### config.mk
export PLATFORM = sky130hd
export DESIGN_NAME = multdiv_flat
export DESIGN_NICKNAME = d
export VERILOG_FILES = /design/src/rtl/multdiv_pkg.sv /design/src/rtl/multdiv_if.sv /design/src/rtl/multdiv_addsub.sv /design/src/rtl/multdiv.sv /design/src/flat_wrapper.sv
export SDC_FILE = /design/constraint.sdc
export NUM_CORES = 1
export LEC_CHECK = 0
export ABC_CLOCK_PERIOD_IN_PS = 5750
export BUFFER_PORTS_ARGS = -buffer_cell sky130_fd_sc_hd__buf_2
export CAP_MARGIN = 30
export CORE_ASPECT_RATIO = 0.9
export CORE_MARGIN = 4
export CORE_UTILIZATION = 41
export CTS_CLUSTER_DIAMETER = 120
export CTS_CLUSTER_SIZE = 25
export DETAILED_ROUTE_END_ITERATION = 16
export PLACE_DENSITY = 0.69
export SETUP_SLACK_MARGIN = 0.02
export SLEW_MARGIN = 25
export SYNTH_ARGS = -nofsm -noshare
export SYNTH_HDL_FRONTEND = slang
export SYNTH_SLANG_ARGS = --single-unit
### constraint.sdc
create_clock -name clock -period 5.75 [get_ports clock]
set_input_delay 1.4375 -clock clock [delete_from_list [all_inputs] [get_ports clock]]
set_output_delay 1.4375 -clock clock [all_outputs]
set_load 0.01 [all_outputs]
### src/rtl/multdiv_pkg.sv
`default_nettype none
// ============================================================================
//  Module   : multdiv_pkg
//  Brief    : Shared types and constants for the iterative multiply/divide unit
//  Revision : 1.0 - initial release
// ============================================================================
package multdiv_pkg;

  // FSM state encoding
  typedef enum logic [1:0] {
    S_IDLE = 2'd0,
    S_MULT = 2'd1,
    S_DIV  = 2'd2,
    S_DONE = 2'd3
  } state_t;

  // One iteration per operand bit, plus one cycle to publish the result
  localparam int ITERATIONS = 32;
  localparam int LATENCY    = 33;

  // Radix-2 Booth recode of {multiplier LSB, previous LSB}
  localparam logic [1:0] BOOTH_HOLD0 = 2'b00;
  localparam logic [1:0] BOOTH_ADD   = 2'b01;
  localparam logic [1:0] BOOTH_SUB   = 2'b10;
  localparam logic [1:0] BOOTH_HOLD1 = 2'b11;

endpackage : multdiv_pkg
`default_nettype wire

### src/rtl/multdiv_if.sv
`default_nettype none
// ============================================================================
//  Module   : multdiv_if
//  Brief    : Request/result bundle between pipeline control and multdiv
//  Revision : 1.0 - initial release
// ============================================================================
interface multdiv_if #(
  parameter int WIDTH = 32
);
  logic [WIDTH-1:0] data_operandA;
  logic [WIDTH-1:0] data_operandB;
  logic             ctrl_MULT;
  logic             ctrl_DIV;
  logic [WIDTH-1:0] data_result;
  logic             data_exception;
  logic             data_resultRDY;

  // Pipeline side: issues requests, consumes results
  modport master (
    output data_operandA, data_operandB, ctrl_MULT, ctrl_DIV,
    input  data_result, data_exception, data_resultRDY
  );

  // Unit side
  modport slave (
    input  data_operandA, data_operandB, ctrl_MULT, ctrl_DIV,
    output data_result, data_exception, data_resultRDY
  );
endinterface : multdiv_if
`default_nettype wire

### src/rtl/multdiv_addsub.sv
`default_nettype none
// ============================================================================
//  Module   : multdiv_addsub
//  Brief    : 32-bit add/subtract stage shared by Booth steps, restoring
//             trial subtracts and the final quotient negation
//  Revision : 1.0 - initial release
// ============================================================================
module multdiv_addsub
  import multdiv_pkg::*;
#(
  parameter int WIDTH = 32
) (
  input  wire logic [WIDTH-1:0] a_i,
  input  wire logic [WIDTH-1:0] b_i,
  input  wire logic             sub_i,
  output logic      [WIDTH-1:0] sum_o,
  output logic                  cout_o
);

  logic [WIDTH-1:0] b_x;

  // Subtraction as a + ~b + 1; carry-out high means "no borrow"
  always_comb begin
    b_x = b_i ^ {WIDTH{sub_i}};
    {cout_o, sum_o} = {1'b0, a_i} + {1'b0, b_x} + {{WIDTH{1'b0}}, sub_i};
  end

endmodule : multdiv_addsub
`default_nettype wire

### src/rtl/multdiv.sv
`default_nettype none
// ============================================================================
//  Module   : multdiv
//  Brief    : Iterative signed 32-bit multiply (radix-2 Booth) and divide
//             (restoring, on magnitudes); fixed 33-cycle latency
//  Revision : 1.0 - initial release
// ============================================================================
module multdiv
  import multdiv_pkg::*;
#(
  parameter int WIDTH   = 32,
  parameter int COUNT_W = 6
) (
  input wire logic clock,
  input wire logic reset_n,
  multdiv_if.slave bus
);

  state_t               state_q;
  logic [COUNT_W-1:0]   count_q;
  logic                 is_div_q;
  logic [WIDTH-1:0]     opnd_q;     // multiplicand (MULT) or divisor magnitude (DIV)
  logic [2*WIDTH-1:0]   prod_q;
  logic                 qm1_q;      // Booth look-behind bit
  logic [WIDTH-2:0]     rem_q;      // remainder < divisor <= 2^31, so 31 bits suffice
  logic [WIDTH-1:0]     quo_q;
  logic                 neg_q;
  logic                 div0_q;
  logic                 ovf_q;
  logic [WIDTH-1:0]     result_q;
  logic                 exc_q;
  logic                 rdy_q;

  logic                 start;
  logic [WIDTH-1:0]     a_mag;
  logic [WIDTH-1:0]     b_mag;
  logic [WIDTH-1:0]     add_a;
  logic [WIDTH-1:0]     add_b;
  logic                 add_sub;
  logic [WIDTH-1:0]     add_sum;
  logic                 add_cout;
  logic                 add_sign;
  logic                 last_iter;
  logic                 mult_ovf;

  assign start     = bus.ctrl_MULT | bus.ctrl_DIV;
  assign a_mag     = bus.data_operandA[WIDTH-1] ? -bus.data_operandA : bus.data_operandA;
  assign b_mag     = bus.data_operandB[WIDTH-1] ? -bus.data_operandB : bus.data_operandB;
  assign last_iter = (count_q == COUNT_W'(ITERATIONS - 1));
  // Product fits in 32 bits only if bits 63:31 are a pure sign extension
  assign mult_ovf  = !((&prod_q[2*WIDTH-1:WIDTH-1]) || !(|prod_q[2*WIDTH-1:WIDTH-1]));

  // Steer the shared adder according to the current state
  always_comb begin
    add_a   = prod_q[2*WIDTH-1:WIDTH];
    add_b   = '0;
    add_sub = 1'b0;
    case (state_q)
      S_MULT: begin
        if ({prod_q[0], qm1_q} == BOOTH_ADD) begin
          add_b = opnd_q;
        end else if ({prod_q[0], qm1_q} == BOOTH_SUB) begin
          add_b   = opnd_q;
          add_sub = 1'b1;
        end
      end
      S_DIV: begin
        add_a   = {rem_q, quo_q[WIDTH-1]};
        add_b   = opnd_q;
        add_sub = 1'b1;
      end
      S_DONE: begin
        // 0 - quotient for the sign-corrected result
        add_a   = '0;
        add_b   = quo_q;
        add_sub = 1'b1;
      end
      default: ;
    endcase
  end

  multdiv_addsub #(.WIDTH(WIDTH)) u_addsub (
    .a_i    (add_a),
    .b_i    (add_b),
    .sub_i  (add_sub),
    .sum_o  (add_sum),
    .cout_o (add_cout)
  );

  // True sign of the 33-bit sum, so the Booth shift survives A = 0x80000000
  assign add_sign = add_a[WIDTH-1] ^ add_b[WIDTH-1] ^ add_sub ^ add_cout;

  // Control FSM, iteration datapath and registered outputs
  always_ff @(posedge clock or negedge reset_n) begin
    if (!reset_n) begin
      state_q  <= S_IDLE;
      count_q  <= '0;
      is_div_q <= 1'b0;
      opnd_q   <= '0;
      prod_q   <= '0;
      qm1_q    <= 1'b0;
      rem_q    <= '0;
      quo_q    <= '0;
      neg_q    <= 1'b0;
      div0_q   <= 1'b0;
      ovf_q    <= 1'b0;
      result_q <= '0;
      exc_q    <= 1'b0;
      rdy_q    <= 1'b0;
    end else begin
      rdy_q <= 1'b0;
      if (start) begin
        // A start in any state aborts whatever was running; MULT has priority
        count_q <= '0;
        if (bus.ctrl_MULT) begin
          state_q  <= S_MULT;
          is_div_q <= 1'b0;
          opnd_q   <= bus.data_operandA;
          prod_q   <= {{WIDTH{1'b0}}, bus.data_operandB};
          qm1_q    <= 1'b0;
        end else begin
          state_q  <= S_DIV;
          is_div_q <= 1'b1;
          opnd_q   <= b_mag;
          quo_q    <= a_mag;
          rem_q    <= '0;
          neg_q    <= bus.data_operandA[WIDTH-1] ^ bus.data_operandB[WIDTH-1];
          div0_q   <= (bus.data_operandB == '0);
          ovf_q    <= (bus.data_operandA == {1'b1, {(WIDTH-1){1'b0}}}) &&
                      (bus.data_operandB == {WIDTH{1'b1}});
        end
      end else begin
        case (state_q)
          S_MULT: begin
            prod_q  <= {add_sign, add_sum, prod_q[WIDTH-1:1]};
            qm1_q   <= prod_q[0];
            count_q <= count_q + COUNT_W'(1);
            if (last_iter) state_q <= S_DONE;
          end
          S_DIV: begin
            rem_q   <= add_cout ? add_sum[WIDTH-2:0] : {rem_q[WIDTH-3:0], quo_q[WIDTH-1]};
            quo_q   <= {quo_q[WIDTH-2:0], add_cout};
            count_q <= count_q + COUNT_W'(1);
            if (last_iter) state_q <= S_DONE;
          end
          S_DONE: begin
            rdy_q   <= 1'b1;
            state_q <= S_IDLE;
            if (!is_div_q) begin
              result_q <= prod_q[WIDTH-1:0];
              exc_q    <= mult_ovf;
            end else if (div0_q) begin
              result_q <= '0;
              exc_q    <= 1'b1;
            end else begin
              result_q <= neg_q ? add_sum : quo_q;
              exc_q    <= ovf_q;
            end
          end
          default: ;
        endcase
      end
    end
  end

  assign bus.data_result    = result_q;
  assign bus.data_exception = exc_q;
  assign bus.data_resultRDY = rdy_q;

endmodule : multdiv
`default_nettype wire

### src/flat_wrapper.sv
// flat-port wrapper written by rule: the top's interface ports become plain ports
module multdiv_flat import multdiv_pkg::*;
#(
  parameter int WIDTH   = 32,
  parameter int COUNT_W = 6
)
  (clock, reset_n, bus_data_operandA, bus_data_operandB, bus_ctrl_MULT, bus_ctrl_DIV, bus_data_result, bus_data_exception, bus_data_resultRDY);
  multdiv_if #(.WIDTH(WIDTH)) bus_i ();
  input wire logic clock;
  input wire logic reset_n;
  input wire logic [$bits(bus_i.data_operandA)-1:0] bus_data_operandA;
  input wire logic [$bits(bus_i.data_operandB)-1:0] bus_data_operandB;
  input wire logic [$bits(bus_i.ctrl_MULT)-1:0] bus_ctrl_MULT;
  input wire logic [$bits(bus_i.ctrl_DIV)-1:0] bus_ctrl_DIV;
  output wire logic [$bits(bus_i.data_result)-1:0] bus_data_result;
  output wire logic [$bits(bus_i.data_exception)-1:0] bus_data_exception;
  output wire logic [$bits(bus_i.data_resultRDY)-1:0] bus_data_resultRDY;
  assign bus_i.data_operandA = bus_data_operandA;
  assign bus_i.data_operandB = bus_data_operandB;
  assign bus_i.ctrl_MULT = bus_ctrl_MULT;
  assign bus_i.ctrl_DIV = bus_ctrl_DIV;
  assign bus_data_result = bus_i.data_result;
  assign bus_data_exception = bus_i.data_exception;
  assign bus_data_resultRDY = bus_i.data_resultRDY;
  multdiv #(.WIDTH(WIDTH), .COUNT_W(COUNT_W)) u_core (.clock(clock), .reset_n(reset_n), .bus(bus_i));
endmodule
After elaboration in Yosys (flattened, before gate mapping). Cells that the tools add are included.

Register bits after elaboration: 206. Input bits: 68. Output and inout port bits: 34.

Add/sub/neg operators: 5. Eq/ne operators: 11. Muxes and demuxes: 37. Bitwise logic cells: 8. Reduce and logical (&&, ||, !) cells: 18.

Operator list (count): two-way mux 32 bit (11); two-way mux 64 bit (3); two-way mux 31 bit (4); one-hot mux 32 bit (3 select lines) (1); equality test 32 bit, second input constant (2); negation 32 bit (2); one-hot mux 32 bit (2 select lines) (1); adder 32 x 32 -> 33 bit (1); adder 33 x 1 -> 33 bit (1); AND reduction 33 bit (1); OR reduction 33 bit (1); logical NOT 32 bit (1); bitwise XOR 32 bit (1); two-way mux 6 bit (2); two-way mux 1 bit (10); AND reduction 2 bit (5); adder 6 x 1 -> 6 bit, second input constant (1); equality test 2 bit, second input constant (3); equality test 6 x 5 -> 1 bit, second input constant (1); two-way mux 2 bit (3); nonzero test 2 bit (3); equality test 2 x 1 -> 1 bit, second input constant (2); inequality test 2 bit, second input constant (2); one-hot mux 2 bit (2 select lines) (1); other kinds (10) (16).

Depth between registers and ports, before layout. Gate-level depths: netlist of run 1.

Depth after elaboration: 10. Depth in mapped cells: 21.

Cells and area by module. A second synthesis of run 1 with hierarchy kept.

Cells, all modules: 1767. Area, all modules: 14589.0 um2.

By module, submodules not included: multdiv (times used 1, cells each 1474, area an instance 12425.7 um2); multdiv_addsub (times used 1, cells each 293, area an instance 2163.3 um2).

Worst setup path before layout of run 1. No wires, ideal clock.

Kind: register to register. From: reg u_core.state_q[0]. To: reg u_core.rem_q[29]. Data arrival time: 4317 ps. Path slack: 1309 ps. Cell stages (with the launch flop): 21. Buffers on the path: 4. Clock period less this slack: 4441 ps. Cell sequence: dfrtp_1 inv_1 ha_1 clkbuf_1 nor2_1 o21ai_1 clkbuf_1 xnor2_1 nor2b_1 inv_1 fa_1 nor2b_1 o311ai_0 a311o_1 nor3b_2 nor4_1 o41a_1 buf_2 buf_2 nor2_1 a211o_1.

Longest elaborated chain between the ends: 9. Elaborated cells between the ends (all ways): 15. Classes of those cells: add/sub: 2; eq/ne: 3; mux: 6; bitwise: 1; reduce/logical: 3.

Ends and longest elaborated chain: from (decl) (line multdiv.sv:19) `state_t state_q;`; from (signal assigned) (line multdiv.sv:96) `state_q <= S_IDLE;`; from (signal assigned) (line multdiv.sv:116) `state_q <= S_MULT;`; from (signal assigned) (line multdiv.sv:122) `state_q <= S_DIV;`; equality test 2 bit, on equally long branches (line multdiv.sv:58, multdiv.sv:133); OR reduction 2 bit (no line); one-hot mux 1 bit (2 select lines) (line multdiv.sv:58) `case (state_q)`; bitwise XOR 32 bit (line multdiv_addsub.sv:24) `b_x = b_i ^ {WIDTH{sub_i}};`; adder 32 x 32 -> 33 bit (line multdiv_addsub.sv:25) `{cout_o, sum_o} = {1'b0, a_i} + {1'b0, b_x} + {{WIDTH{1'b0}}, sub_i};`; adder 33 x 1 -> 33 bit (line multdiv_addsub.sv:25); two-way mux 31 bit (line multdiv.sv:141) `rem_q <= add_cout ? add_sum[WIDTH-2:0] : {rem_q[WIDTH-3:0], quo_q[WIDTH-1]};`; two-way mux 31 bit (line multdiv.sv:133) `case (state_q)`; two-way mux 31 bit (line multdiv.sv:112) `if (start) begin`; to (signal assigned) (line multdiv.sv:141); to (decl) (line multdiv.sv:25) `logic [WIDTH-2:0] rem_q;`.

Several ways; a longest one is shown, not always the timed one. The select of a mux whose other input is x is not followed. A chain may end at the register's enable or synchronous reset.

Worst setup path after layout of run 1.
From: reg u_core.state_q[1]. To: reg u_core.quo_q[0].

Longest elaborated chain between the ends: 8. Elaborated cells between the ends (all ways): 14. Classes of those cells: add/sub: 2; eq/ne: 3; mux: 5; bitwise: 1; reduce/logical: 3.

Ends and longest elaborated chain: equality test 2 bit, on equally long branches (line multdiv.sv:58, multdiv.sv:133); OR reduction 2 bit (no line); one-hot mux 1 bit (2 select lines) (line multdiv.sv:58); bitwise XOR 32 bit (line multdiv_addsub.sv:24); adder 32 x 32 -> 33 bit (line multdiv_addsub.sv:25); adder 33 x 1 -> 33 bit (line multdiv_addsub.sv:25); two-way mux 32 bit (line multdiv.sv:133); two-way mux 32 bit (line multdiv.sv:112); to (signal assigned) (line multdiv.sv:125) `quo_q <= a_mag;`; to (signal assigned) (line multdiv.sv:142) `quo_q <= {quo_q[WIDTH-2:0], add_cout};`; to (decl) (line multdiv.sv:26) `logic [WIDTH-1:0] quo_q;`.

Several ways; a longest one is shown, not always the timed one. The select of a mux whose other input is x is not followed.

==> Implementation_results.wiki, run 1 <==
{| class="wikitable"
! Metric !! Value
|-
| Max Clock Freq || around 200 MHz
|-
| Final Critical Period || just over 5 ns
|-
| Instance area after placement || approximately 0.015 mm²
|-
| Slew Viols, Final || 0
|-
| GR Util All Layers || 24.3%
|-
| Final count of negative-setup-slack endpoints || 0
|-
| Post-synthesis cell type count || 70
|-
| Final instance area || about 0.015 mm²
|-
| Drt via density || between 5 and 6
|-
| Power density normalized to cell area || ~320 mW/mm²
|-
| Ratio of final minimum period to clock period || 87.8%
|-
| Main synth FF type || sky130_fd_sc_hd__dfrtp_1
|-
| Max VDD drop || between 0.15 and 0.2 mV
|-
| Final net count || approximately 1800
|-
| Pleak || around 6.7 nW
|-
| CTS tree || done
|-
| TritonRoute pass-1 iters || 5
|-
| Number of buffers on the longest clock path || 3
|-
| CTS Root Cell || sky130_fd_sc_hd__clkbuf_16
|-
| Worst Path Max Fanout || 21
|-
| DRC Markers || 0
|-
| Sink Count || 206
|-
| Total power after layout || just under 5 mW
|-
| Sequential standard cell area || 0.00515 mm²
|-
| Post CTS Setup Buffer Count || 0
|-
| Diodes inserted || 0
|-
| Syn Inst Count || 1704
|-
| Area of the core region || 0.0339 mm²
|-
| Layout cell share with drive strength beyond 1 || 10.0%
|-
| Required arrival time at the worst endpoint || around 6.2 ns
|-
| Clock latency of the later-clocked register in the worst-skew pair || about 0.5 ns
|-
| Startpoint types || flop
|-
| Final hold vios || 0
|-
| Net Count, Synth || around 1800
|-
| Arrival time at the worst endpoint || 5.44 ns
|-
| Area enclosed by the die boundary || roughly 0.037 mm²
|-
| Buffers on Ports || between 100 and 150
|-
| Number of rows created at floorplan || 64
|-
| Ys async rst share || 100%
|-
| Leading cell type in the layout, fill and taps excluded || sky130_fd_sc_hd__nand2_1
|-
| Least setup slack across all paths after layout || about 0.70 ns
|-
| Global route hottest layer || met1
|-
| Final-layout fill cell count || approximately 3300
|-
| Kind of critical path || reg2reg
|-
| RSZ-0062 raised after global routing || no
|-
| Boundary Pins || about 100
|-
| Met2 Track Usage GR || a little over a third
|-
| Avg Inst Size Synth || 8.24 µm²
|-
| Vias in the first global route || between 10000 and 15000
|-
| Remaining global-route overflow || 0
|-
| Worst setup skew after layout || 0.0256 ns
|-
| Cts bufs inserted || 12
|-
| Leading cell types in the layout, fill and taps excluded || sky130_fd_sc_hd__nand2_1, sky130_fd_sc_hd__o21ai_0, sky130_fd_sc_hd__dfrtp_1, sky130_fd_sc_hd__nor2_1, sky130_fd_sc_hd__buf_2
|-
| Multi-input combinational cell area || approximately 0.0084 mm²
|-
| Count of buffer and inverter cells on the critical path || 2
|-
| First-pass GRT wire length || roughly 73 mm
|-
| Cells traversed along the worst timing path || inv_1 -> ha_1 -> a21o_1 -> a22oi_1 -> xor2_1 -> nor2_1 -> ha_1 -> nor2b_1 -> o311ai_0 -> a311o_1 -> nor3b_2 -> nor4_1 -> o41a_2 -> buf_4 -> nor3b_1 -> a21oi_1 -> o22a_1
|-
| H-tree level count || 1
|-
| Critical Path End Type || flop
|-
| Number of enable-type register cells in the synthesized netlist || 0
|-
| Total Negative Setup Slacks || 0 ns
|-
| Number of placed instances with taps included || between 2000 and 2500
|-
| Worst-margin pin slew || between 0.9 and 1 ns
|-
| Critical path's top delay family || compound AO/OA/AOI/OAI gates
|-
| Via count || about 13000
|-
| PostCTS Resize Cnt || 0
|-
| Initial antenna violation count || 0
|-
| CTS clock-pin slew for the worst setup and hold paths || 0.11 ns
|-
| Initial core utilization || 41.5%
|-
| CP dominant cell by count || sky130_fd_sc_hd__ha_1
|-
| Run status || completed
|-
| Non-filler cells in the finished layout || roughly 2200
|-
| Share of the yosys chip area belonging to registers || 36.7%
|-
| Fin util || between 40% and 50%
|-
| Cell area after synthesis || between 0.01 and 0.015 mm²
|-
| Routed Wire Length || between 40 and 50 mm
|-
| Gpl congestion || 0.941
|-
| Antenna Nets Post-Route || 0
|-
| Worst hold-check slack || approximately 0.5 ns
|-
| Die boundary width || between 200 and 250 µm
|-
| Slowest stage cell on the critical path || sky130_fd_sc_hd__a21o_1
|-
| Worst slew margin relative to its limit || 37.1%
|-
| Iteration-0 DRC count of the detailed router || roughly 1400
|-
| Largest net degree at the start of global routing || between 100 and 150
|-
| Max-cap violations || 0
|-
| P&R area growth vs syn || 8.95%
|-
| Vertical die dimension || 184 µm
|-
| Delay of the slowest critical-path stage || around 0.60 ns
|-
| Post-detail-place hpwl || ~34 mm
|-
| Worst slack at placement || 0.787 ns
|-
| Worst hold path type || reg2reg
|-
| WL/cell || 21.3 µm
|-
| M3 GR Usage || about 2.8%
|-
| CTS hold repair buffers || 0
|-
| Post-synthesis sequential element count || slightly above 200
|-
| Met1 Track Usage GR || between 30% and 40%
|-
| Yosys warning count || 0
|}
power breakdown:
group          switching (mW)  leakage [nW]  internal (mW)  total (mW)
combinational            1.33          3.89          0.726        2.05
clock                   0.540         0.172          0.419       0.959
sequential              0.244          2.64           1.69        1.94
worst paths after layout:
check                                            end                 startpoint  cells past startpoint  slack [ns]
hold reg to reg            u_core.bus.data_result[4]  u_core.bus.data_result[4]                      2        0.49
max in group asynchronous            u_core.rem_q[5]                    reset_n                      3        3.68
setup / recovery                     u_core.quo_q[0]          u_core.state_q[1]                     17        0.70
hold / removal             u_core.bus.data_result[4]  u_core.bus.data_result[4]                      2        0.49
setup reg to reg                     u_core.quo_q[0]          u_core.state_q[1]                     17        0.70
min in group asynchronous          u_core.prod_q[58]                    reset_n                      1        0.86
synth_stat cells (7+ instances only):
master                     instances  area, µm²
sky130_fd_sc_hd__a22oi_1          32        240
sky130_fd_sc_hd__and3_1           11       68.8
sky130_fd_sc_hd__nor2_1          116        435
sky130_fd_sc_hd__clkbuf_1        101        379
sky130_fd_sc_hd__or3_1            12       75.1
sky130_fd_sc_hd__nand4_1          29        181
sky130_fd_sc_hd__or4_1             7       52.6
sky130_fd_sc_hd__buf_1            14       52.6
sky130_fd_sc_hd__xnor2_1          27        236
sky130_fd_sc_hd__dfrtp_1         206       5150
sky130_fd_sc_hd__o21ai_0         240       1200
sky130_fd_sc_hd__nand3_1          45        225
sky130_fd_sc_hd__a21oi_1          97        485
sky130_fd_sc_hd__xor2_1           99        867
sky130_fd_sc_hd__mux2i_1          78        781
sky130_fd_sc_hd__nand2b_1         40        250
sky130_fd_sc_hd__nand3b_1         25        188
sky130_fd_sc_hd__o41ai_1           8       70.1
sky130_fd_sc_hd__nor3b_1          11       82.6
sky130_fd_sc_hd__nor4_1           16        100
sky130_fd_sc_hd__o31ai_1          18        135
sky130_fd_sc_hd__a22o_1            9       78.8
sky130_fd_sc_hd__nor3_1           13       65.1
sky130_fd_sc_hd__o21a_1           10       75.1
sky130_fd_sc_hd__a21o_1           22        165
sky130_fd_sc_hd__inv_1            22       82.6
sky130_fd_sc_hd__o21ai_1          22        110
sky130_fd_sc_hd__nand2_1         242        908
sky130_fd_sc_hd__ha_1             39        488
worst register-to-register path: stages (launching register included):
cell and delay [ns]:
sky130_fd_sc_hd__dfrtp_1 0.42, sky130_fd_sc_hd__inv_1 0.11, sky130_fd_sc_hd__ha_1 0.25, sky130_fd_sc_hd__a21o_1 0.60
sky130_fd_sc_hd__a22oi_1 0.20, sky130_fd_sc_hd__xor2_1 0.18, sky130_fd_sc_hd__nor2_1 0.06, sky130_fd_sc_hd__ha_1 0.39
sky130_fd_sc_hd__nor2b_1 0.17, sky130_fd_sc_hd__o311ai_0 0.59, sky130_fd_sc_hd__a311o_1 0.34, sky130_fd_sc_hd__nor3b_2 0.33
sky130_fd_sc_hd__nor4_1 0.12, sky130_fd_sc_hd__o41a_2 0.51, sky130_fd_sc_hd__buf_4 0.25, sky130_fd_sc_hd__nor3b_1 0.22
sky130_fd_sc_hd__a21oi_1 0.06, sky130_fd_sc_hd__o22a_1 0.17
final cells by class:
cell class	instances	share of cell area [%]
clock inverter	2	0.164
inverter	22	0.540
multi-input combinational	1354	54.7
clock buffer	14	2.15
tap	462	3.78
timing repair buffer	127	4.99
sequential	206	33.7
per-layer routing:
layer / share of wire [%] / routed length, µm
met1: 46 / 21400
met2: 43 / 19900
met5: 0 / 0
met4: 3.9 / 1830
met3: 7.3 / 3400
flip-flops by register name, indices dropped and copies added, names as in the netlist, 2 cells and up:
| register | count |
|---|---|
| u_core.bus.data_result | 32 |
| u_core.count_q | 6 |
| u_core.opnd_q | 32 |
| u_core.prod_q | 64 |
| u_core.quo_q | 32 |
| u_core.rem_q | 31 |
| u_core.state_q | 2 |
logic make-up (layout without fill, tap and decap cells):
kind of cell / after synthesis / in the layout / share of synthesized area (%)
AO/OA/AOI/OAI: 516 / 516 / 21.7
XOR/XNOR: 126 / 126 / 7.86
adder cells (fa/ha/maj): 40 / 40 / 3.62
buffers and inverters: 144 / 165 / 4.02
flip-flops: 206 / 206 / 36.7
multiplexers: 82 / 82 / 5.88
AND/OR/NAND/NOR: 590 / 590 / 20.2
Power figures use the tool's default switching activity.
==> run 2, diff against run 1 <==
--- a/config.mk
+++ b/config.mk
@@ -14,7 +14,8 @@
 export CTS_CLUSTER_DIAMETER = 120
 export CTS_CLUSTER_SIZE = 25
 export DETAILED_ROUTE_END_ITERATION = 16
-export PLACE_DENSITY = 0.69
+export PLACE_DENSITY_LB_ADDON = 0.05
+export RECOVER_POWER = 25
 export SETUP_SLACK_MARGIN = 0.02
 export SLEW_MARGIN = 25
 export SYNTH_ARGS = -nofsm -noshare
==> run 2 against run 1 <==
Effect of this change: cell area about the same; clock power grew 5%; critical endpoint unchanged; the flow now finishes with violations (max-capacitance violations, max-slew violations); first-iteration DRC count decreased by 29%; non-clock buffer count up 1; clock skew decreased by 0.0061 ns; routed wire length rose by 7.1%; largest cell class unchanged.
==> Implementation_results.wiki, run 2 (synthesis gave the netlist of run 1 again) <==
{| class="wikitable"
! Metric !! Value
|-
| CTS Root Cell || sky130_fd_sc_hd__clkbuf_16 (unchanged)
|-
| Max VDD drop || 0.147 mV (was 0.163 mV)
|-
| Max FFs per register || 64 (unchanged)
|-
| Area enclosed by the die boundary || 0.0373 mm² (unchanged)
|-
| GR Util All Layers || 26.0% (was 24.3%)
|-
| Worst slew margin relative to its limit || -58.8% (was 37.1%)
|-
| Psw || 2.16 mW (was 2.11 mW)
|-
| Number of buffers on the longest clock path || 3 (unchanged)
|-
| Initial antenna violation count || 0 (unchanged)
|-
| Clock latency of the later-clocked register in the worst-skew pair || 0.50 ns (about the same)
|-
| Diodes inserted || 0 (unchanged)
|-
| WL/cell || 22.7 µm (was 21.3 µm)
|-
| Non-filler cells in the finished layout || 2189 (was 2187)
|-
| Arrival time at the worst endpoint || 5.38 ns (was 5.44 ns)
|-
| Number of rows created at floorplan || 64 (unchanged)
|-
| Origin of the critical flop-to-flop path || u_core.state_q[1] (unchanged)
|-
| CTS clock-pin slew for the worst setup and hold paths || 0.12 ns (was 0.11 ns)
|-
| Via count || 12700 (was 13100)
|-
| Final count of negative-setup-slack endpoints || 0 (unchanged)
|-
| Max Clock Freq || 200 MHz (was 198 MHz)
|-
| Startpoint of the worst setup timing path || u_core.state_q[1] (unchanged)
|-
| Max-cap violations || 3 (was 0)
|-
| Buffers on Ports || 101 (unchanged)
|-
| Sink Count || 206 (unchanged)
|-
| Power share of the combinational group || 41.0% (was 41.5%)
|-
| Final hold vios || 0 (unchanged)
|-
| Worst hold-check slack || 0.487 ns (was 0.490 ns)
|-
| Startpoint types || flop (unchanged)
|-
| Internal cell power || 2.89 mW (was 2.84 mW)
|-
| Antenna Nets Post-Route || 0 (unchanged)
|-
| Run status || finished, violations left (was completed)
|-
| CTS hold repair buffers || 0 (unchanged)
|-
| Fraction of power spent switching nets || 42.7% (was 42.6%)
|-
| Power density normalized to cell area || 330 mW/mm² (was 324 mW/mm²)
|-
| Least setup slack across all paths after layout || 0.754 ns (was 0.704 ns)
|-
| Area of the core region || 0.0339 mm² (unchanged)
|-
| CTS tree || done (unchanged)
|-
| Leading cell types in the layout, fill and taps excluded || sky130_fd_sc_hd__nand2_1, sky130_fd_sc_hd__o21ai_0, sky130_fd_sc_hd__dfrtp_1, sky130_fd_sc_hd__nor2_1 (was sky130_fd_sc_hd__nand2_1, sky130_fd_sc_hd__o21ai_0, sky130_fd_sc_hd__dfrtp_1, sky130_fd_sc_hd__nor2_1, sky130_fd_sc_hd__buf_2)
|-
| Post CTS Setup Buffer Count || 0 (unchanged)
|-
| H-tree level count || 1 (unchanged)
|-
| Final Critical Period || 5.00 ns (was 5.05 ns)
|-
| Drt via density || 5.81 (was 5.97)
|-
| Ratio of final minimum period to clock period || 86.9% (was 87.8%)
|-
| Initial core utilization || 41.5% (unchanged)
|-
| Instance area after placement || 0.0149 mm² (about the same)
|-
| Worst setup skew after layout || 0.0195 ns (was 0.0256 ns)
|-
| Leading cell type in the layout, fill and taps excluded || sky130_fd_sc_hd__nand2_1 (unchanged)
|-
| Gpl congestion || 0.999 (was 0.941)
|-
| Slew Viols, Final || 196 (was 0)
|-
| P&R area growth vs syn || 8.87% (was 8.95%)
|-
| Worst-margin pin slew || 2.38 ns (was 0.944 ns)
|-
| Layout cell share with drive strength beyond 1 || 10.2% (was 10.0%)
|-
| Portion of total power attributed to sequential cells || 38.9% (was 39.2%)
|-
| First-pass GRT wire length || 75.7 mm (was 72.9 mm)
|-
| Most flop-heavy register || u_core.prod_q (unchanged)
|-
| Die boundary width || 203 µm (unchanged)
|-
| RSZ-0062 raised after global routing || no (unchanged)
|-
| Critical Path End Type || flop (unchanged)
|-
| Worst hold path type || reg2reg (unchanged)
|-
| Worst Path Max Fanout || 13 (was 21)
|-
| Boundary Pins || 102 (unchanged)
|-
| Violations in the final reports || max-capacitance violations, max-slew violations
|-
| Vertical die dimension || 184 µm (unchanged)
|-
| Required arrival time at the worst endpoint || 6.13 ns (was 6.15 ns)
|-
| PostCTS Resize Cnt || 0 (unchanged)
|-
| Worst slack at placement || 0.877 ns (was 0.787 ns)
|-
| Remaining global-route overflow || 0 (unchanged)
|-
| Routed Wire Length || 49.8 mm (was 46.5 mm)
|-
| Proportion of power drawn by the clock network || 20.1% (was 19.4%)
|-
| TritonRoute pass-1 iters || 5 (unchanged)
|-
| Largest net degree at the start of global routing || 90 (was 119)
|-
| Kind of critical path || reg2reg (unchanged)
|-
| Cts bufs inserted || 12 (unchanged)
|-
| Final net count || 1832 (was 1831)
|-
| Iteration-0 DRC count of the detailed router || 1002 (was 1410)
|-
| Final instance area || 0.0153 mm² (about the same)
|-
| Total Negative Setup Slacks || 0 ns (unchanged)
|-
| Number of placed instances with taps included || 2172 (was 2168)
|-
| Vias in the first global route || 11900 (was 12400)
|-
| Post-detail-place hpwl || 36.6 mm (was 34.3 mm)
|-
| Pleak || 6.70 nW (was 6.71 nW)
|-
| Min-Delay Startpoint || u_core.bus.data_result[9] (was u_core.bus.data_result[4])
|-
| DRC Markers || 0 (unchanged)
|}
[run 2: cell types whose count changed in the layout (fill, tap and decap cells not counted), sizes merged]
| cell | delta |
|---|---|
| clkinv | -1 |
| inv | +1 |
| clkbuf | +3 |
| buf | -2 |
| bufinv | +1 |
[run 2: cell type report]
class                      instances  area [µm²]
timing repair buffer             128         717
clock inverter                     3        46.3
inverter                          22        82.6
clock buffer                      14         339
tap                              462         578
sequential                       206        5150
fill                            3435       18600
multi-input combinational       1354        8370
[run 2: path summary, 6_finish.rpt]
check | to | slack, ns | depth (start not counted)
worst max-delay path | u_core.quo_q[0] | 0.75 | 17
worst min-delay path | u_core.bus.data_result[9] | 0.49 | 2
worst max register to register | u_core.quo_q[0] | 0.75 | 17
worst min register to register | u_core.bus.data_result[9] | 0.49 | 2
max in group asynchronous | u_core.prod_q[8] | 1.18 | 2
min in group asynchronous | u_core.prod_q[57] | 1.61 | 1
[run 2: per-stage QoR]
stage                     util, %  power, mW
after floorplan                 -       3.20
after global placement       44.1       4.02
after detailed placement     44.1       4.04
after CTS                    45.2       5.06
after global routing         45.1       5.36
final                        45.1       5.05
[run 2: metal layers]
layer,global-route usage (%),routed length [µm],share of wire [%]
met2,38.6,21200,43
met1,42.4,25700,52
met4,3.61,711,1.4
met3,1.85,2210,4.4
met5,0,0,0
[run 2: critical path, stage by stage (launching register included)]
cell,delay (ns)
sky130_fd_sc_hd__dfrtp_1,0.43
sky130_fd_sc_hd__inv_1,0.12
sky130_fd_sc_hd__ha_1,0.25
sky130_fd_sc_hd__inv_1,0.13
sky130_fd_sc_hd__o21ai_4,0.46
sky130_fd_sc_hd__buf_4,0.31
sky130_fd_sc_hd__xor2_1,0.18
sky130_fd_sc_hd__nor2_1,0.07
sky130_fd_sc_hd__ha_1,0.41
sky130_fd_sc_hd__a21oi_1,0.25
sky130_fd_sc_hd__a21boi_1,0.13
sky130_fd_sc_hd__or4_1,0.53
sky130_fd_sc_hd__nor3b_2,0.33
sky130_fd_sc_hd__nor4_1,0.12
sky130_fd_sc_hd__o41a_2,0.43
sky130_fd_sc_hd__nor3b_1,0.46
sky130_fd_sc_hd__a21oi_1,0.08
sky130_fd_sc_hd__o22a_1,0.19
[run 2: power by group through the flow]
stage / clock, mW / combinational [mW] / sequential, mW
after global placement: 0 / 2.04 / 1.98
after global routing: 1.09 / 2.28 / 1.99
final: 1.01 / 2.07 / 1.96
after CTS: 1.05 / 2.06 / 1.96
after floorplan: 0 / 1.28 / 1.92
after detailed placement: 0 / 2.05 / 1.98
==> run 3, diff against run 2 <==
--- a/config.mk
+++ b/config.mk
@@ -9,7 +9,6 @@
 export BUFFER_PORTS_ARGS = -buffer_cell sky130_fd_sc_hd__buf_2
 export CAP_MARGIN = 30
 export CORE_ASPECT_RATIO = 0.9
-export CORE_MARGIN = 4
 export CORE_UTILIZATION = 41
 export CTS_CLUSTER_DIAMETER = 120
 export CTS_CLUSTER_SIZE = 25
==> run 3 against run 2 <==
Effect of this change: the run still ends with max-capacitance violations, max-slew violations left; register-to-register slack lost 0.02 ns; highest routed layer unchanged; worst setup slack lost 0.019 ns; non-clock buffer count shrank 1; routed wire length grew 1.5%.
==> Implementation_results.wiki, run 3 (synthesis gave the netlist of run 1 again) <==
{| class="wikitable"
! Metric !! Value
|-
| Buffers on Ports || 101 (unchanged)
|-
| Post-detail-place hpwl || 37.8 mm (was 36.6 mm)
|-
| Worst r2r dst || u_core.rem_q[18] (was u_core.quo_q[0])
|-
| Max VDD drop || 0.164 mV (was 0.147 mV)
|-
| Pleak || 6.69 nW (was 6.70 nW)
|-
| Leading cell types in the layout, fill and taps excluded || sky130_fd_sc_hd__nand2_1, sky130_fd_sc_hd__o21ai_0, sky130_fd_sc_hd__dfrtp_1, sky130_fd_sc_hd__nor2_1, sky130_fd_sc_hd__buf_2 (was sky130_fd_sc_hd__nand2_1, sky130_fd_sc_hd__o21ai_0, sky130_fd_sc_hd__dfrtp_1, sky130_fd_sc_hd__nor2_1)
|-
| Fin util || 45.7% (was 45.1%)
|-
| Critical Path End Type || flop (unchanged)
|-
| Hold Path Sink || u_core.bus.data_result[20] (was u_core.bus.data_result[9])
|-
| DRC Markers || 0 (unchanged)
|-
| Boundary Pins || 102 (unchanged)
|-
| Final-layout fill cell count || 3461 (was 3435)
|-
| Slowest stage cell on the critical path || sky130_fd_sc_hd__a21o_1 (was sky130_fd_sc_hd__or4_1)
|-
| Final hold vios || 0 (unchanged)
|-
| Most flop-heavy register || u_core.prod_q (unchanged)
|-
| Worst hold path type || reg2reg (unchanged)
|-
| Clock latency of the later-clocked register in the worst-skew pair || 0.51 ns (was 0.50 ns)
|-
| Drt via density || 5.91 (was 5.81)
|-
| Worst slew margin relative to its limit || -94.8% (was -58.8%)
|-
| Min-Delay Startpoint || u_core.bus.data_result[20] (was u_core.bus.data_result[9])
|-
| Min-Delay Path Depth || 2 (unchanged)
|-
| First-pass GRT wire length || 76.4 mm (was 75.7 mm)
|-
| Die boundary width || 197 µm (was 203 µm)
|-
| P&R area growth vs syn || 8.55% (was 8.87%)
|-
| CTS Root Cell || sky130_fd_sc_hd__clkbuf_16 (unchanged)
|-
| Initial core utilization || 42.1% (was 41.5%)
|-
| PostCTS Resize Cnt || 0 (unchanged)
|-
| Final instance area || 0.0152 mm² (was 0.0153 mm²)
|-
| TritonRoute pass-1 iters || 5 (unchanged)
|-
| Layout cell share with drive strength beyond 1 || 10.1% (was 10.2%)
|-
| Worst Path Max Fanout || 21 (was 13)
|-
| Leading cell type in the layout, fill and taps excluded || sky130_fd_sc_hd__nand2_1 (unchanged)
|-
| Total Negative Setup Slacks || 0 ns (unchanged)
|-
| Area of the core region || 0.0333 mm² (was 0.0339 mm²)
|-
| Number of cell instances on the worst register-to-register path || 17 (unchanged)
|-
| Startpoint types || flop (unchanged)
|-
| Vertical die dimension || 178 µm (was 184 µm)
|-
| Instance area after placement || 0.0149 mm² (about the same)
|-
| H-tree level count || 1 (unchanged)
|-
| Register-to-register setup slack || 0.74 ns (was 0.75 ns)
|-
| Post CTS Setup Buffer Count || 0 (unchanged)
|-
| Iteration-0 DRC count of the detailed router || 1038 (was 1002)
|-
| Via count || 12900 (was 12700)
|-
| Max Clock Freq || 199 MHz (was 200 MHz)
|-
| Number of placed instances with taps included || 2163 (was 2172)
|-
| Slew Viols, Final || 175 (was 196)
|-
| Delay of the slowest critical-path stage || 0.59 ns (was 0.53 ns)
|-
| Origin of the critical flop-to-flop path || u_core.state_q[1] (unchanged)
|-
| Violations in the final reports || max-capacitance violations, max-slew violations (unchanged)
|-
| Max-cap violations || 2 (was 3)
|-
| Final net count || 1831 (was 1832)
|-
| Worst-margin pin slew || 2.92 ns (was 2.38 ns)
|-
| Total power after layout || 5.02 mW (was 5.05 mW)
|-
| Initial antenna violation count || 2 (was 0)
|-
| Max FFs per register || 64 (unchanged)
|-
| CTS hold repair buffers || 0 (unchanged)
|-
| Vias in the first global route || 11900 (about the same)
|-
| Final count of negative-setup-slack endpoints || 0 (unchanged)
|-
| Power density normalized to cell area || 329 mW/mm² (was 330 mW/mm²)
|-
| Sink Count || 206 (unchanged)
|-
| Cells traversed along the worst timing path || inv_1 -> ha_1 -> a21o_1 -> a22oi_1 -> xnor2_1 -> nor2b_1 -> inv_1 -> fa_1 -> nor2b_1 -> o311ai_0 -> a311o_1 -> nor3b_2 -> nor4_1 -> o41a_2 -> buf_4 -> mux2_2 -> o21ai_1 (was inv_1 -> ha_1 -> inv_1 -> o21ai_4 -> buf_4 -> xor2_1 -> nor2_1 -> ha_1 -> a21oi_1 -> a21boi_1 -> or4_1 -> nor3b_2 -> nor4_1 -> o41a_2 -> nor3b_1 -> a21oi_1 -> o22a_1)
|-
| Area enclosed by the die boundary || 0.0350 mm² (was 0.0373 mm²)
|-
| Number of buffers on the longest clock path || 3 (unchanged)
|-
| Run status || finished, violations left (unchanged)
|-
| Kind of critical path || reg2reg (unchanged)
|-
| GR Util All Layers || 29.0% (was 26.0%)
|-
| Worst setup skew after layout || 0.0289 ns (was 0.0195 ns)
|-
| CTS clock-pin slew for the worst setup and hold paths || 0.11 ns (was 0.12 ns)
|-
| Cts bufs inserted || 12 (unchanged)
|-
| RSZ-0062 raised after global routing || no (unchanged)
|-
| CTS tree || done (unchanged)
|-
| Gpl congestion || 0.905 (was 0.999)
|-
| Non-filler cells in the finished layout || 2181 (was 2189)
|-
| Startpoint of the worst setup timing path || u_core.state_q[1] (unchanged)
|-
| Arrival time at the worst endpoint || 5.43 ns (was 5.38 ns)
|-
| Required arrival time at the worst endpoint || 6.17 ns (was 6.13 ns)
|-
| Antenna Nets Post-Route || 0 (unchanged)
|-
| Number of rows created at floorplan || 63 (was 64)
|-
| Largest net degree at the start of global routing || 107 (was 90)
|-
| Routed Wire Length || 50.5 mm (was 49.8 mm)
|-
| WL/cell || 23.2 µm (was 22.7 µm)
|-
| Final Critical Period || 5.01 ns (was 5.00 ns)
|-
| Ratio of final minimum period to clock period || 87.2% (was 86.9%)
|-
| Remaining global-route overflow || 0 (unchanged)
|}
==> run 3: power breakdown <==
part	internal, mW	leakage [nW]	total (mW)	switching [mW]
combinational	0.718	3.88	2.07	1.36
sequential	1.69	2.64	1.98	0.289
clock	0.411	0.173	0.960	0.549
total	2.82	6.69	5.02	2.19
==> run 3: stage by stage <==
stage	worst slack [ns]	hold WS (ns)
2_1_floorplan	1.31	0.442
3_3_place_gp	0.934	0.461
3_5_place_dp	0.783	0.466
4_1_cts	0.744	0.490
5_1_grt	0.214	0.510
6_report	0.735	0.486
==> run 3: worst max-delay path by stage <==
stage | endpoint | slack (ns)
after floorplan | u_core.rem_q[29] | 1.31
after global placement | u_core.rem_q[18] | 0.93
after detailed placement | u_core.rem_q[21] | 0.78
after CTS | u_core.rem_q[21] | 0.74
after global routing | u_core.rem_q[4] | 0.21
final | u_core.rem_q[18] | 0.74
==> run 3: area by class of cell <==
class / instances / area (µm²) / share of cell area, %
Clock buffer: 14 / 318 / 2.08
Timing Repair Buffer: 127 / 706 / 4.63
Antenna cell: 1 / 2.50 / 0.0164
Multi-Input combinational cell: 1354 / 8370 / 54.9
Tap cell: 455 / 569 / 3.73
Clock inverter: 2 / 36.3 / 0.238
Sequential cell: 206 / 5160 / 33.8
Inverter: 22 / 82.6 / 0.542
==> run 3: worst max-delay path: cells and delay by family (launching register included) <==
| kind | cells | cell delay, ns |
|---|---|---|
| DFF | 1 | 0.42 |
| muxes | 1 | 0.38 |
| buffers and inverters | 3 | 0.54 |
| and+or+nand+nor | 4 | 0.91 |
| xor gates and xnor gates | 1 | 0.18 |
| adders and majority gates | 2 | 0.69 |
| AOI/OAI and AO/OA | 6 | 1.77 |
==> run 3: routing by layer <==
metal / vias to the layer above / share of wire [%] / global-route usage, %
li1: 6098 / - / -
met1: 6335 / 50 / 44.6
met2: 395 / 42 / 43.2
met3: 53 / 5.6 / 2.98
met4: 0 / 2.3 / 6.59
met5: - / 0 / 0
